<file path="src/rtl/rams_bank_arbiter.sv">
// rams_bank_arbiter: shares NUM_RAMS single-port RAM banks between NUM_REQ
// requesters. Each bank has its own round-robin pointer, so requests to
// different banks are granted in the same cycle. A granted read returns its
// data on rsp_* one cycle later, taken from the bank's registered read port.
// Optional build macro RAMS_BANK_ARB_PERF_CNT_EN adds per-bank conflict
// counters (conflict_cnt) and a synchronous clear input (cnt_clr).
module rams_bank_arbiter #(
  parameter  int NUM_REQ  = 2,
  parameter  int NUM_RAMS = 2,
  parameter  int A_WID    = 10,
  parameter  int D_WID    = 32,
  localparam int B_WID    = (NUM_RAMS > 1) ? $clog2(NUM_RAMS) : 1
) (
  input  logic               clk,
  input  logic               rst,
  input  logic [NUM_REQ-1:0] req_valid,
  output logic [NUM_REQ-1:0] req_ready,
  input  logic [NUM_REQ-1:0] req_we,
  input  logic [B_WID-1:0]   req_bank [NUM_REQ],
  input  logic [A_WID-1:0]   req_addr [NUM_REQ],
  input  logic [D_WID-1:0]   req_din  [NUM_REQ],
  output logic [NUM_REQ-1:0] rsp_valid,
  output logic [D_WID-1:0]   rsp_data [NUM_REQ],
  output logic [NUM_RAMS-1:0] ram_ena,
  output logic [NUM_RAMS-1:0] ram_we,
  output logic [A_WID-1:0]   ram_addr [NUM_RAMS],
  output logic [D_WID-1:0]   ram_din  [NUM_RAMS],
  input  logic [D_WID-1:0]   ram_dout [NUM_RAMS]
`ifdef RAMS_BANK_ARB_PERF_CNT_EN
  ,
  output logic [15:0]        conflict_cnt [NUM_RAMS],
  input  logic               cnt_clr
`endif
);

  localparam int P_WID = (NUM_REQ > 1) ? $clog2(NUM_REQ) : 1;

  // round-robin pointers and read-response tracking
  logic [P_WID-1:0]   rr_ptr_q   [NUM_RAMS];
  logic [P_WID-1:0]   rr_ptr_d   [NUM_RAMS];
  logic [NUM_REQ-1:0] rsp_pend_q, rsp_pend_d;
  logic [B_WID-1:0]   rsp_bank_q [NUM_REQ];
  logic [B_WID-1:0]   rsp_bank_d [NUM_REQ];

  // arbitration intermediates
  logic [NUM_REQ-1:0] cand    [NUM_RAMS];
  logic [NUM_RAMS-1:0] gnt_vld;
  logic [NUM_RAMS-1:0] gnt_act;
  logic [P_WID-1:0]   gnt_idx [NUM_RAMS];
  logic [NUM_REQ-1:0] oor;

  // candidate matrix per bank, plus out-of-range requests that bypass arbitration
  always_comb begin
    for (int b = 0; b < NUM_RAMS; b++) begin
      for (int r = 0; r < NUM_REQ; r++) begin
        cand[b][r] = req_valid[r] && (int'(req_bank[r]) == b);
      end
    end
    for (int r = 0; r < NUM_REQ; r++) begin
      oor[r] = req_valid[r] && (int'(req_bank[r]) >= NUM_RAMS);
    end
  end

  // per-bank round-robin pick: first candidate at or after the pointer, with wrap
  always_comb begin
    for (int b = 0; b < NUM_RAMS; b++) begin
      gnt_vld[b] = 1'b0;
      gnt_idx[b] = '0;
      for (int off = 0; off < NUM_REQ; off++) begin
        if (!gnt_vld[b] && cand[b][(int'(rr_ptr_q[b]) + off) % NUM_REQ]) begin
          gnt_vld[b] = 1'b1;
          gnt_idx[b] = P_WID'((int'(rr_ptr_q[b]) + off) % NUM_REQ);
        end
      end
      // reset blocks every grant so nothing reaches the banks while rst is high
      gnt_act[b] = gnt_vld[b] && !rst;
    end
  end

  // ready: granted requesters plus out-of-range requests (accepted unopposed)
  always_comb begin
    req_ready = '0;
    for (int b = 0; b < NUM_RAMS; b++) begin
      if (gnt_act[b]) req_ready[gnt_idx[b]] = 1'b1;
    end
    for (int r = 0; r < NUM_REQ; r++) begin
      if (oor[r] && !rst) req_ready[r] = 1'b1;
    end
  end

  // bank drive: route the granted requester, zero the idle banks
  always_comb begin
    for (int b = 0; b < NUM_RAMS; b++) begin
      ram_ena[b]  = gnt_act[b];
      ram_we[b]   = 1'b0;
      ram_addr[b] = '0;
      ram_din[b]  = '0;
      if (gnt_act[b]) begin
        ram_we[b]   = req_we[gnt_idx[b]];
        ram_addr[b] = req_addr[gnt_idx[b]];
        ram_din[b]  = req_din[gnt_idx[b]];
      end
    end
  end

  // next pointer: one past the winner; idle banks keep their pointer
  always_comb begin
    for (int b = 0; b < NUM_RAMS; b++) begin
      rr_ptr_d[b] = rr_ptr_q[b];
      if (gnt_act[b]) rr_ptr_d[b] = P_WID'((int'(gnt_idx[b]) + 1) % NUM_REQ);
    end
  end

  // response bookkeeping: an accepted read is pending for exactly one cycle
  always_comb begin
    for (int r = 0; r < NUM_REQ; r++) begin
      rsp_pend_d[r] = req_ready[r] && !req_we[r];
      rsp_bank_d[r] = rsp_pend_d[r] ? req_bank[r] : rsp_bank_q[r];
    end
  end

  // response data: bank read port of the pending read; out-of-range reads give 0
  always_comb begin
    rsp_valid = rsp_pend_q;
    for (int r = 0; r < NUM_REQ; r++) begin
      rsp_data[r] = '0;
      if (rsp_pend_q[r] && (int'(rsp_bank_q[r]) < NUM_RAMS)) rsp_data[r] = ram_dout[rsp_bank_q[r]];
    end
  end

  // state registers
  always_ff @(posedge clk or posedge rst) begin
    if (rst) begin
      rsp_pend_q <= '0;
      for (int b = 0; b < NUM_RAMS; b++) rr_ptr_q[b] <= '0;
      for (int r = 0; r < NUM_REQ; r++) rsp_bank_q[r] <= '0;
    end else begin
      rsp_pend_q <= rsp_pend_d;
      for (int b = 0; b < NUM_RAMS; b++) rr_ptr_q[b] <= rr_ptr_d[b];
      for (int r = 0; r < NUM_REQ; r++) rsp_bank_q[r] <= rsp_bank_d[r];
    end
  end

`ifdef RAMS_BANK_ARB_PERF_CNT_EN
  logic [15:0] cnt_q [NUM_RAMS];
  logic [15:0] cnt_d [NUM_RAMS];

  // conflict counters: clear wins, otherwise saturating count of contended cycles
  always_comb begin
    for (int b = 0; b < NUM_RAMS; b++) begin
      cnt_d[b] = cnt_q[b];
      if (cnt_clr) cnt_d[b] = '0;
      else if (($countones(cand[b]) >= 2) && (cnt_q[b] != 16'hFFFF)) cnt_d[b] = cnt_q[b] + 16'd1;
      conflict_cnt[b] = cnt_q[b];
    end
  end

  // counter registers
  always_ff @(posedge clk or posedge rst) begin
    if (rst) begin
      for (int b = 0; b < NUM_RAMS; b++) cnt_q[b] <= '0;
    end else begin
      for (int b = 0; b < NUM_RAMS; b++) cnt_q[b] <= cnt_d[b];
    end
  end
`endif

endmodule

</file>
<file path="config.mk">
export PLATFORM = sky130hd
export DESIGN_NAME = rams_bank_arbiter
export DESIGN_NICKNAME = d
export VERILOG_FILES = /design/src/rtl/rams_bank_arbiter.sv
export SDC_FILE = /design/constraint.sdc
export NUM_CORES = 1
export LEC_CHECK = 0
export BUFFER_PORTS_ARGS = -buffer_cell sky130_fd_sc_hd__buf_4
export CAP_MARGIN = 20
export CORE_AREA = 3 3 118 120
export CTS_CLUSTER_SIZE = 12
export DETAILED_ROUTE_END_ITERATION = 16
export DIE_AREA = 0 0 121 123
export GPL_TIMING_DRIVEN = 0
export SLEW_MARGIN = 40
export SYNTH_ARGS = -nofsm -noshare
export SYNTH_HDL_FRONTEND = slang
export SYNTH_SLANG_ARGS = --single-unit
</file>
<file path="constraint.sdc">
create_clock -name clk -period 1.6 [get_ports clk]
set_input_delay 0.32 -clock clk [delete_from_list [all_inputs] [get_ports clk]]
set_output_delay 0.32 -clock clk [all_outputs]
set_load 0.03 [all_outputs]
</file>
; Word-level counts from Yosys, hierarchy flattened
; Cells that the tools add are included.
[totals]
ff_bits = 6
latchBits = 0
mem_bits_rw = 0
rom_bits = 0
out_inout_bits = 156
n_memories = 0
[op_classes]
addsub = 4
n_mul = 0
n_div = 0
n_lt_le_gt_ge = 12
eq_ne = 0
shift = 0
mux = 54
bitwise = 9
n_reduce_logical = 17
[ops]
columns = op, count
row1 = $mux 32, 16
row2 = $mux 10, 8
row3 = $mux 1, 26
row4 = $logic_and 1x1->1, 12
row5 = $ge 2x2->1 const B, 4
row6 = $lt 1x2->1 const B, 4
row7 = $not 1->2, 4
row8 = $lt 2x3->1 const B, 2
row9 = $logic_not 1->1, 5
row10 = $add 1x1->1 const B, 4
row11 = $mux 2, 2
row12 = $and 1x1->1 const A, 2
row13 = $demux 1 s1, 2
row14 = $ge 1x1->1 const B, 2
row15 = $not 1->1, 2
row16 = $or 2x2->2, 1

; Logic depth before layout (Yosys ltp)
[logic_depth]
word_depth = 16
mapped_depth = 4
depth_no_buf = 3

; Least setup slack after synthesis
; No wires, ideal clock.
[synth_timing]
path_type = register to output
startpoint = register rr_ptr_q[1] in the netlist's numbering
endpoint = output port ram_din[32] in the netlist's numbering
arrival_time_ps = 1414
slack_ps = -134
stages_incl_launch_ff = 5
path_buffers = 1
cell_sequence = dfrtp_1 > and3b_1 > nor3_4 > buf_6 > a22o_1
[synth_lines]
columns = item, line_no
row1 = start: declaration, 39  ; logic [P_WID-1:0] rr_ptr_q [NUM_RAMS];
row2 = end: declaration, 27  ; output logic [D_WID-1:0] ram_din [NUM_RAMS],

==> results.ini <==
[finish]
fin_nets=783
antenna_cells=0
mostFrequentLayoutCells=188 x buf_4, 151 x buf_6, 58 x nor2b_2
final-seq-area_um2=155
fin_area_um2=6750
multi_input_area_um2=2620
area.growth.synth_to_final_pct=188
final_common_cell=buf_4
instances_no_fill=801
layout-drive-gt1-share_pct=85.9
fill_cells=1168

[sta]
slew_headroom_pct=74.9
worst_clock_skew_ps=2.79
min_period_ps=1980
report.final.slew_viol_count=0
fmax_ghz=0.504
min_period_over_period_pct=124
tightest_slew_ps=375
finalSetupViolCount=145
hold_viol=0
rsz0062_at_grt=true
layout_setup_ws_ps=-384

[synth]
synth_cells=282
synthSimpleGateAreaFrac_pct=23.4
synthAdderAreaFrac_pct=0
synth_area_um2=2350
yosysSeqAreaShare_pct=6.40
synth_top_family_by_area=compound AO/OA/AOI/OAI gates
syn_nets=438
synth_warnings=0
ys_types=24
synthMuxAreaShare_pct=27.3
syn_avg_cell_area_um2=8.32
synth-xor-area-share_pct=0
synth_compound_area_share_pct=35.2
synth-seq-cells=6

[worst_setup_path]
r2r_slack_ps=150
path_max_fanout=10
r2r_end=rsp_valid[0]$_DFF_PP0_
critPathLaunch=rr_ptr_q[1]$_DFFE_PP0P_
cp-start-kind=flip-flop
timing.critical_path.mode_cell=buf_12
crit_path_max_incr_delay_ps=420
cp-end-kind=primary output
crit_required_ps=1280
arrival_ps=1660
r2r_start=rr_ptr_q[1]$_DFFE_PP0P_
path_class=flip-flop to primary output
reg2reg_depth=4
crit_end=ram_din[50]
cp_cell_sequence=and3b_2 > nor3_4 > buf_12 > buf_12 > a22o_2 > buf_6
critPathSlowestCell=dfrtp_1

[die]
io_pins=312
design.die.area_um2=14900
dieHeight_um=123
initial_utilization_pct=17.9
fp-row-count=42
dieWidth_um=121
core_area_um2=13100

[place]
dpl.cell_count=768
portBuffers=310
gp_congestion=0.852
placed_cell_area_um2=5230
hpwlAfterDp_um=11500

[drt]
wl_met1_um=5860
routed_wl_um=15500
top_layer_used=met4
num_vias=3881
dr_wl_met3_um=1020
firstDrtPassIters=4
drc=0
wl_met2_um=8260
ant_nets=0
wl_per_cell_um=19.3
via_per_inst=4.85
first_iter_violations=131

[clock_network]
cts_tree=built
cts-buffers-inserted=3
clock_sinks=6
cts_buffer_depth=2
cts.htree.levels=1
cts_root_buf=clkbuf_16
postCtsHoldBufs=0
worstSkewPairLatency_ps=230
cts.clk_slew.worst_paths_ps=40

[grt]
grt_usage_pct=17.9
grt_first_pass_wirelength_um=21500
grt_pass1_vias=3985
grt_max_degree=11
grt_antenna_before_repair=0
grt_overflow=0

[run_status]
status=finished with violations
violations=setup timing

[hold_path]
hold_path.class=input port to flip-flop

[run]
cap_violations=0

[power_and_ir_drop]
total_power_mw=3.40
ir_drop_mv=0.327
power.density_nw_per_um2=504
p_leak_nw=3.35

[stage by stage]
step / TNS [ps] / utilization (%) / hold slack (ps) / worst slack [ps]
after global routing: -42470 / 51.6 / 297 / -421
final: -36440 / 51.6 / 303 / -384
after global placement: -40040 / 40.0 / 525 / -452
after detailed placement: -42650 / 40.0 / 526 / -466
after CTS: -38000 / 48.8 / 300 / -424
after floorplan: -651 / - / 387 / -92.7
[cell type report]
type,count,share of cell area [%]
timing repair buffer,343,49.0
multi-input combinational,242,38.8
buffer,29,5.36
tap,176,3.26
sequential,6,2.30
clock buffer,3,1.11
inverter,2,0.111
[layer usage]
layer	GRT usage [%]	up-vias
met2	34.0	201
li1	-	1789
met5	0	-
met4	3.90	0
met3	3.61	22
met1	20.7	1869
[repair_timing]
item / 4_1_cts / 5_1_grt
hold endpoints to repair: 0 / 0
gates resized for setup: 201 / 69
pin swaps: 13 / 15
buffers inserted: 23 / 5
setup endpoints to repair: 152 / 152
gates cloned: 7 / 1
[where the power goes]
| group | switching (mW) | leakage [nW] | total [mW] | internal (mW) |
|---|---|---|---|---|
| combinational | 1.24 | 3.24 | 2.76 | 1.53 |
| sequential | 0.0494 | 0.0689 | 0.227 | 0.177 |
| clock | 0.0854 | 0.0370 | 0.406 | 0.321 |
[Yosys cell counts]
| cell | n | area, um^2 |
|---|---|---|
| or2_2 | 4 | 25.0 |
| nand2_1 | 2 | 7.51 |
| buf_2 | 19 | 95.1 |
| nor3b_1 | 1 | 7.51 |
| o22ai_1 | 1 | 6.26 |
| and3b_1 | 2 | 17.5 |
| dfrtp_1 | 6 | 150 |
| o22a_1 | 1 | 8.76 |
| o41ai_1 | 2 | 17.5 |
| a22o_1 | 86 | 753 |
| nor3_2 | 1 | 10.0 |
| nand3_1 | 2 | 10.0 |
| mux2i_1 | 64 | 641 |
| nor3_4 | 2 | 32.5 |
| clkbuf_1 | 9 | 33.8 |
| inv_1 | 2 | 7.51 |
| buf_6 | 4 | 45.0 |
| nand2b_1 | 2 | 12.5 |
| nor2b_1 | 64 | 400 |
| a211oi_1 | 1 | 7.51 |
| nor3b_2 | 2 | 25.0 |
| o31ai_1 | 2 | 15.0 |
| a21oi_1 | 2 | 10.0 |
| o21bai_1 | 1 | 7.51 |
[registers in the layout, indices dropped and copies added (netlist names)]
| register | flops |
|---|---|
| rr_ptr_q | 2 |
| rsp_bank_q | 2 |
| rsp_valid | 2 |
[cells by family (layout without fill, tap and decap cells)]
family / after synthesis / count (layout)
AOI/OAI and AO/OA: 96 / 96
buffers and inverters: 34 / 377
DFF: 6 / 6
muxes: 64 / 64
and+or+nand+nor: 82 / 82
[critical path, delay by kind of cell, from the launching register on]
family                 cells  cell delay (ps)
buffers and inverters      3              440
and+or+nand+nor            2              420
DFF                        1              420
AOI/OAI and AO/OA          1              150
[worst min path at each step]
stage / startpoint / end / slack, ps / cells past startpoint
6_report: req_we[0] / rsp_valid[0]$_DFF_PP0_ / 300 / 2
5_1_grt: req_we[1] / rsp_valid[1]$_DFF_PP0_ / 300 / 2
3_3_place_gp: rr_ptr_q[0]$_DFFE_PP0P_ / rr_ptr_q[0]$_DFFE_PP0P_ / 530 / 1
4_1_cts: req_we[1] / rsp_valid[1]$_DFF_PP0_ / 300 / 2
3_5_place_dp: rr_ptr_q[0]$_DFFE_PP0P_ / rr_ptr_q[0]$_DFFE_PP0P_ / 530 / 1
2_1_floorplan: req_we[0] / rsp_valid[0]$_DFF_PP0_ / 390 / 1
(Power assumes the default switching activity.)
